$ cat src/rtl/clk_gen_pkg.sv
// Shared constants for the multi-channel clock generator: board clock rate
// and common half-period presets expressed in board clock cycles.
package clk_gen_pkg;

  localparam int SYSCLK_HZ = 100_000_000;

  // Half-period = SYSCLK_HZ / (2 * f_out)
  localparam int HALF_1KHZ = SYSCLK_HZ / 2_000;
  localparam int HALF_1HZ  = SYSCLK_HZ / 2;

endpackage

$ cat src/rtl/clk_div_channel.sv
// One divider channel: counts board clocks, toggles its output at each
// half-period boundary and emits a tick on every rising output edge.
// A new half-period is held pending and only loaded at a boundary
// (or immediately while idle), so the output never glitches.
module clk_div_channel
  import clk_gen_pkg::*;
#(
  parameter int DIV_WIDTH    = 32,
  parameter int DEFAULT_HALF = HALF_1KHZ
) (
  input  logic                 clk,
  input  logic                 reset,
  input  logic                 en,
  input  logic                 load,
  input  logic [DIV_WIDTH-1:0] load_half,
  output logic                 clk_out,
  output logic                 tick,
  output logic                 pending
);

  logic [DIV_WIDTH-1:0] cnt;
  logic [DIV_WIDTH-1:0] half;
  logic [DIV_WIDTH-1:0] pend_half;
  logic                 running;
  logic                 boundary;

  // A zero half-period would never reach a boundary; treat it as divide-by-2.
  function automatic logic [DIV_WIDTH-1:0] clamp_half(input logic [DIV_WIDTH-1:0] v);
    return (v == '0) ? DIV_WIDTH'(1) : v;
  endfunction

  // Keep running while enabled, or until an in-progress high phase completes.
  assign running  = en | clk_out;
  assign boundary = running && (cnt == half - DIV_WIDTH'(1));

  // Counter, output phase, tick and pending-apply control.
  always_ff @(posedge clk or negedge reset) begin
    if (!reset) begin
      cnt     <= '0;
      half    <= DIV_WIDTH'(DEFAULT_HALF);
      clk_out <= 1'b0;
      tick    <= 1'b0;
      pending <= 1'b0;
    end else begin
      tick <= 1'b0;
      if (running) begin
        if (boundary) begin
          cnt     <= '0;
          clk_out <= ~clk_out;
          tick    <= ~clk_out;
          if (pending) begin
            half    <= pend_half;
            pending <= 1'b0;
          end
        end else begin
          cnt <= cnt + DIV_WIDTH'(1);
        end
      end else begin
        cnt <= '0;
        if (pending) begin
          half    <= pend_half;
          pending <= 1'b0;
        end
      end
      // Load is only offered when nothing is pending, so it never races the clear above.
      if (load) begin
        pending <= 1'b1;
      end
    end
  end

  // Capture the requested half-period; only meaningful while pending is set.
  always_ff @(posedge clk) begin
    if (load) begin
      pend_half <= clamp_half(load_half);
    end
  end

endmodule

$ cat src/rtl/clk_gen_multi.sv
// Multi-channel clock generator: NUM_CH independent glitch-free dividers
// with a shared configuration port. A channel with a pending update stalls
// further configuration of that channel; unknown channels are accepted and
// ignored.
module clk_gen_multi
  import clk_gen_pkg::*;
#(
  parameter int NUM_CH       = 4,
  parameter int DIV_WIDTH    = 32,
  parameter int DEFAULT_HALF = HALF_1KHZ,
  localparam int CH_W        = (NUM_CH > 1) ? $clog2(NUM_CH) : 1
) (
  input  logic                 clk,
  input  logic                 reset,
  input  logic [NUM_CH-1:0]    en,
  input  logic                 cfg_valid,
  output logic                 cfg_ready,
  input  logic [CH_W-1:0]      cfg_ch,
  input  logic [DIV_WIDTH-1:0] cfg_half,
  output logic [NUM_CH-1:0]    clk_out,
  output logic [NUM_CH-1:0]    tick
);

  logic [NUM_CH-1:0]      pending;
  logic [(1<<CH_W)-1:0]   pend_pad;
  logic                   accept;

  // Pad pending flags to the full select range so out-of-range channels read as ready.
  always_comb begin
    pend_pad             = '0;
    pend_pad[NUM_CH-1:0] = pending;
  end

  assign cfg_ready = ~pend_pad[cfg_ch];
  assign accept    = cfg_valid & cfg_ready;

  for (genvar i = 0; i < NUM_CH; i++) begin : g_ch
    clk_div_channel #(
      .DIV_WIDTH    (DIV_WIDTH),
      .DEFAULT_HALF (DEFAULT_HALF)
    ) u_ch (
      .clk       (clk),
      .reset     (reset),
      .en        (en[i]),
      .load      (accept && (cfg_ch == CH_W'(i))),
      .load_half (cfg_half),
      .clk_out   (clk_out[i]),
      .tick      (tick[i]),
      .pending   (pending[i])
    );
  end

endmodule
$ cat config.mk
export PLATFORM = sky130hd
export DESIGN_NAME = clk_gen_multi
export DESIGN_NICKNAME = d
export VERILOG_FILES = /design/src/rtl/clk_gen_pkg.sv /design/src/rtl/clk_div_channel.sv /design/src/rtl/clk_gen_multi.sv
export SDC_FILE = /design/constraint.sdc
export NUM_CORES = 1
export LEC_CHECK = 0
export CAP_MARGIN = 10
export CELL_PAD_IN_SITES_DETAIL_PLACEMENT = 0
export CELL_PAD_IN_SITES_GLOBAL_PLACEMENT = 1
export CORE_AREA = 10 10 288 207
export CTS_CLUSTER_SIZE = 10
export DETAILED_ROUTE_END_ITERATION = 7
export DIE_AREA = 0 0 298 217
export PLACE_DENSITY_LB_ADDON = 0.25
export RECOVER_POWER = 25
export SYNTH_ARGS = -nofsm -noshare
export SYNTH_HDL_FRONTEND = slang
export SYNTH_SLANG_ARGS = --single-unit
$ cat constraint.sdc
create_clock -name clk -period 12.05 [get_ports clk]
set_input_delay 1.205 -clock clk [delete_from_list [all_inputs] [get_ports clk]]
set_output_delay 1.205 -clock clk [all_outputs]
set_load 0.02 [all_outputs]
==> results.yml <==
run_status:
  outcome: "finished, violations left"
  violations: "max-capacitance violations, max-slew violations"
worst_setup_path:
  r2r_start: "g_ch[0].u_ch.half[0]"
  max_stage_delay_ps: 2960
  cp_num_cells: 2
  crit_slowest_cell: "clkbuf_1"
  cp_cell_sequence: "clkbuf_1, clkbuf_1"
  cp_common_cell: "clkbuf_1"
  cp-start-kind: "input port"
  r2r_end: "g_ch[0].u_ch.cnt[31]"
  cp.arrival_ps: 6740
  endpoint_kind: "async pin"
  startpoint: "reset"
  crit_fanout: 69
  worstPathRequired_ps: 11830
  ff2ff_path_depth: 8
  path_buf_inv: 2
  regToRegSetupSlack_ps: 7670
  cp_top_family: "buffers and inverters"
  worst-setup-path-type: "input port to async pin"
synth:
  ys.flop_type: "dfrtp_1"
  synthTopCellsByCount: "dfrtp_1, clkbuf_1, xnor2_1, nand2_1, nor2_1"
  synthArstFlopShare: 0.6768
  synthMostInstantiatedCell: "dfrtp_1"
  syn_area_per_cell_um2: 10.06
  netlist_instances: 2233
  synth_edf_count: 128
  yosysSeqAreaShare: 0.4711
  syn_nets: 2282
  ys_types: 86
  netlist_top_cells_area: "dfrtp_1, edfxtp_1, xnor2_1"
  syn-cell-area_um2: 22460
  synth.yosys.warnings: 0
  yosysTopAreaCell: "dfrtp_1"
  synth_seq_cells: 396
  yosysTopAreaCellShare: 0.2719
detailed_routing:
  vias: 17190
  viasPerCell: 5.850
  ant_nets: 0
  firstDrtPassIters: 6
  wl_um: 61830
  wl_per_cell_um: 21.04
  drc_errors: 0
  drt_iter0_drc: 1473
place:
  port_buffers: 49
  hpwl_um: 42840
  dpl-instance-area_um2: 23310
  gp_congestion: 0.8920
die:
  die-area_um2: 64670
  rows: 72
  initial_core_util: 0.4128
  core-area_um2: 54410
  chipHeight_um: 217
  io_pins: 50
  die_width_um: 298
finish:
  area_growth_pct: 9.833
  layout-drive-gt1-share: 0.08731
  fin_nets: 2215
  n_antenna_cell: 0
  finalInstanceArea_um2: 24670
sta:
  min_period_ps: 6966
  rsz0062_at_grt: "false"
  finalSetupTns_ps: 0
  maxSlewViolCount: 133
  slew_headroom: -1.661
  fin_crit_sh: 0.5781
  worst_clock_skew_ps: 20.10
  setup_viol: 0
  finalHoldViolCount: 0
  fmax_ghz: 0.1436
  tightest_slew_ps: 3992
clocking:
  clk_latency_ps: 600
  cts.sinks: 396
  clockBufferDepth: 3
  clk_pin_slew_worst_paths_ps: 50
  cts_resized: 0
  hold_buffers: 0
  cts_tree: "built"
  post_cts.repair.setup_buffers: 0
  clockRootBuffer: "clkbuf_16"
  htree_levels: 2
  cts_buffers: 46
hold_path:
  whs_endpoint: "g_ch[1].u_ch.half[21]"
  holdCritPathClass: "flip-flop to flip-flop"
  holdCritStartpoint: "g_ch[1].u_ch.pend_half[21]"
  hold_path_depth: 1
pwr:
  peakVddDrop_uv: 98.59
  leakage_nw: 8.967
  powerDensity_nw_per_um2: 153.4
grt:
  grt_usage: 0.1877
  grt_pass1_vias: 16520
  grt_start_max_net_pins: 98
  grt_overflow: 0
  antenna_found_initial: 4
  grt_pass1_wl_um: 98140
run:
  maxCapViolCount: 2
[cell usage in the layout (no fill, tap or decap), types with 46 or more instances in the layout]
master       n
nor4_1      58
nand4_1     46
nand3_1    121
xor2_1     119
xnor2_1    146
dfrtp_1    243
inv_1       57
nand2b_1    46
edfxtp_1   128
or4_1       59
clkbuf_16   46
nor3_1     116
nor2_1     141
o211ai_1   113
nand2_1    144
[layer usage]
layer,share of wire,track usage
met5,0.00092,0.01189
met4,0.017,0.04415
met3,0.075,0.04066
met2,0.40,0.2607
met1,0.50,0.2886
[layout make-up]
type                       count  area, um^2
timing repair buffer          74       665.6
clock inverter                 3       58.81
tap                          740       925.9
inverter                      57       214.0
multi-input combinational   1591       10910
sequential                   396       10580
clock buffer                  78        1311
fill                        5135       29740
[flip-flops by register name, summed over array words and instances (netlist names)]
register             flops
g_ch.u_ch.cnt          128
g_ch.u_ch.half         128
g_ch.u_ch.pend_half    128
g_ch.u_ch.clk_out        4
g_ch.u_ch.pending        4
g_ch.u_ch.tick           4
[how the worst max path moves through the flow]
stage / endpoint
final: g_ch[1].u_ch.half[21]
after global routing: g_ch[1].u_ch.pending
after CTS: g_ch[3].u_ch.cnt[26]
after detailed placement: g_ch[3].u_ch.cnt[5]
after global placement: g_ch[3].u_ch.cnt[23]
after floorplan: g_ch[0].u_ch.pend_half[0]
[logic make-up (layout without fill, tap and decap cells)]
kind of cell    count (synthesis)  in the layout  synth area share
mux                            81             81           0.04501
compound gates                316            316            0.1010
simple gates                  921            921            0.2292
xor+xnor                      265            265            0.1033
flops                         396            396            0.4711
buf+inv                       246            212           0.04591
fa+ha+maj                       8              8          0.004457
[power by group]
| part | leakage, nW | internal [mW] | total (mW) | switching (mW) |
|---|---|---|---|---|
| registers | 4.27 | 1.53 | 1.75 | 0.221 |
| logic | 4.05 | 0.335 | 0.720 | 0.385 |
| clock network | 0.654 | 0.740 | 1.31 | 0.572 |
[stage by stage]
step	power [mW]	utilization	setup slack [ps]	hold slack [ps]	cells
2_1_floorplan	2.262	-	6825	432.0	2233
3_3_place_gp	2.470	0.4283	7597	434.4	2857
3_5_place_dp	2.488	0.4283	7469	442.3	2857
4_1_cts	3.818	0.4535	7476	453.3	2938
5_1_grt	3.978	0.4533	3719	471.5	2939
6_report	3.785	0.4533	5084	451.1	2939
(Power assumes the default switching activity.)
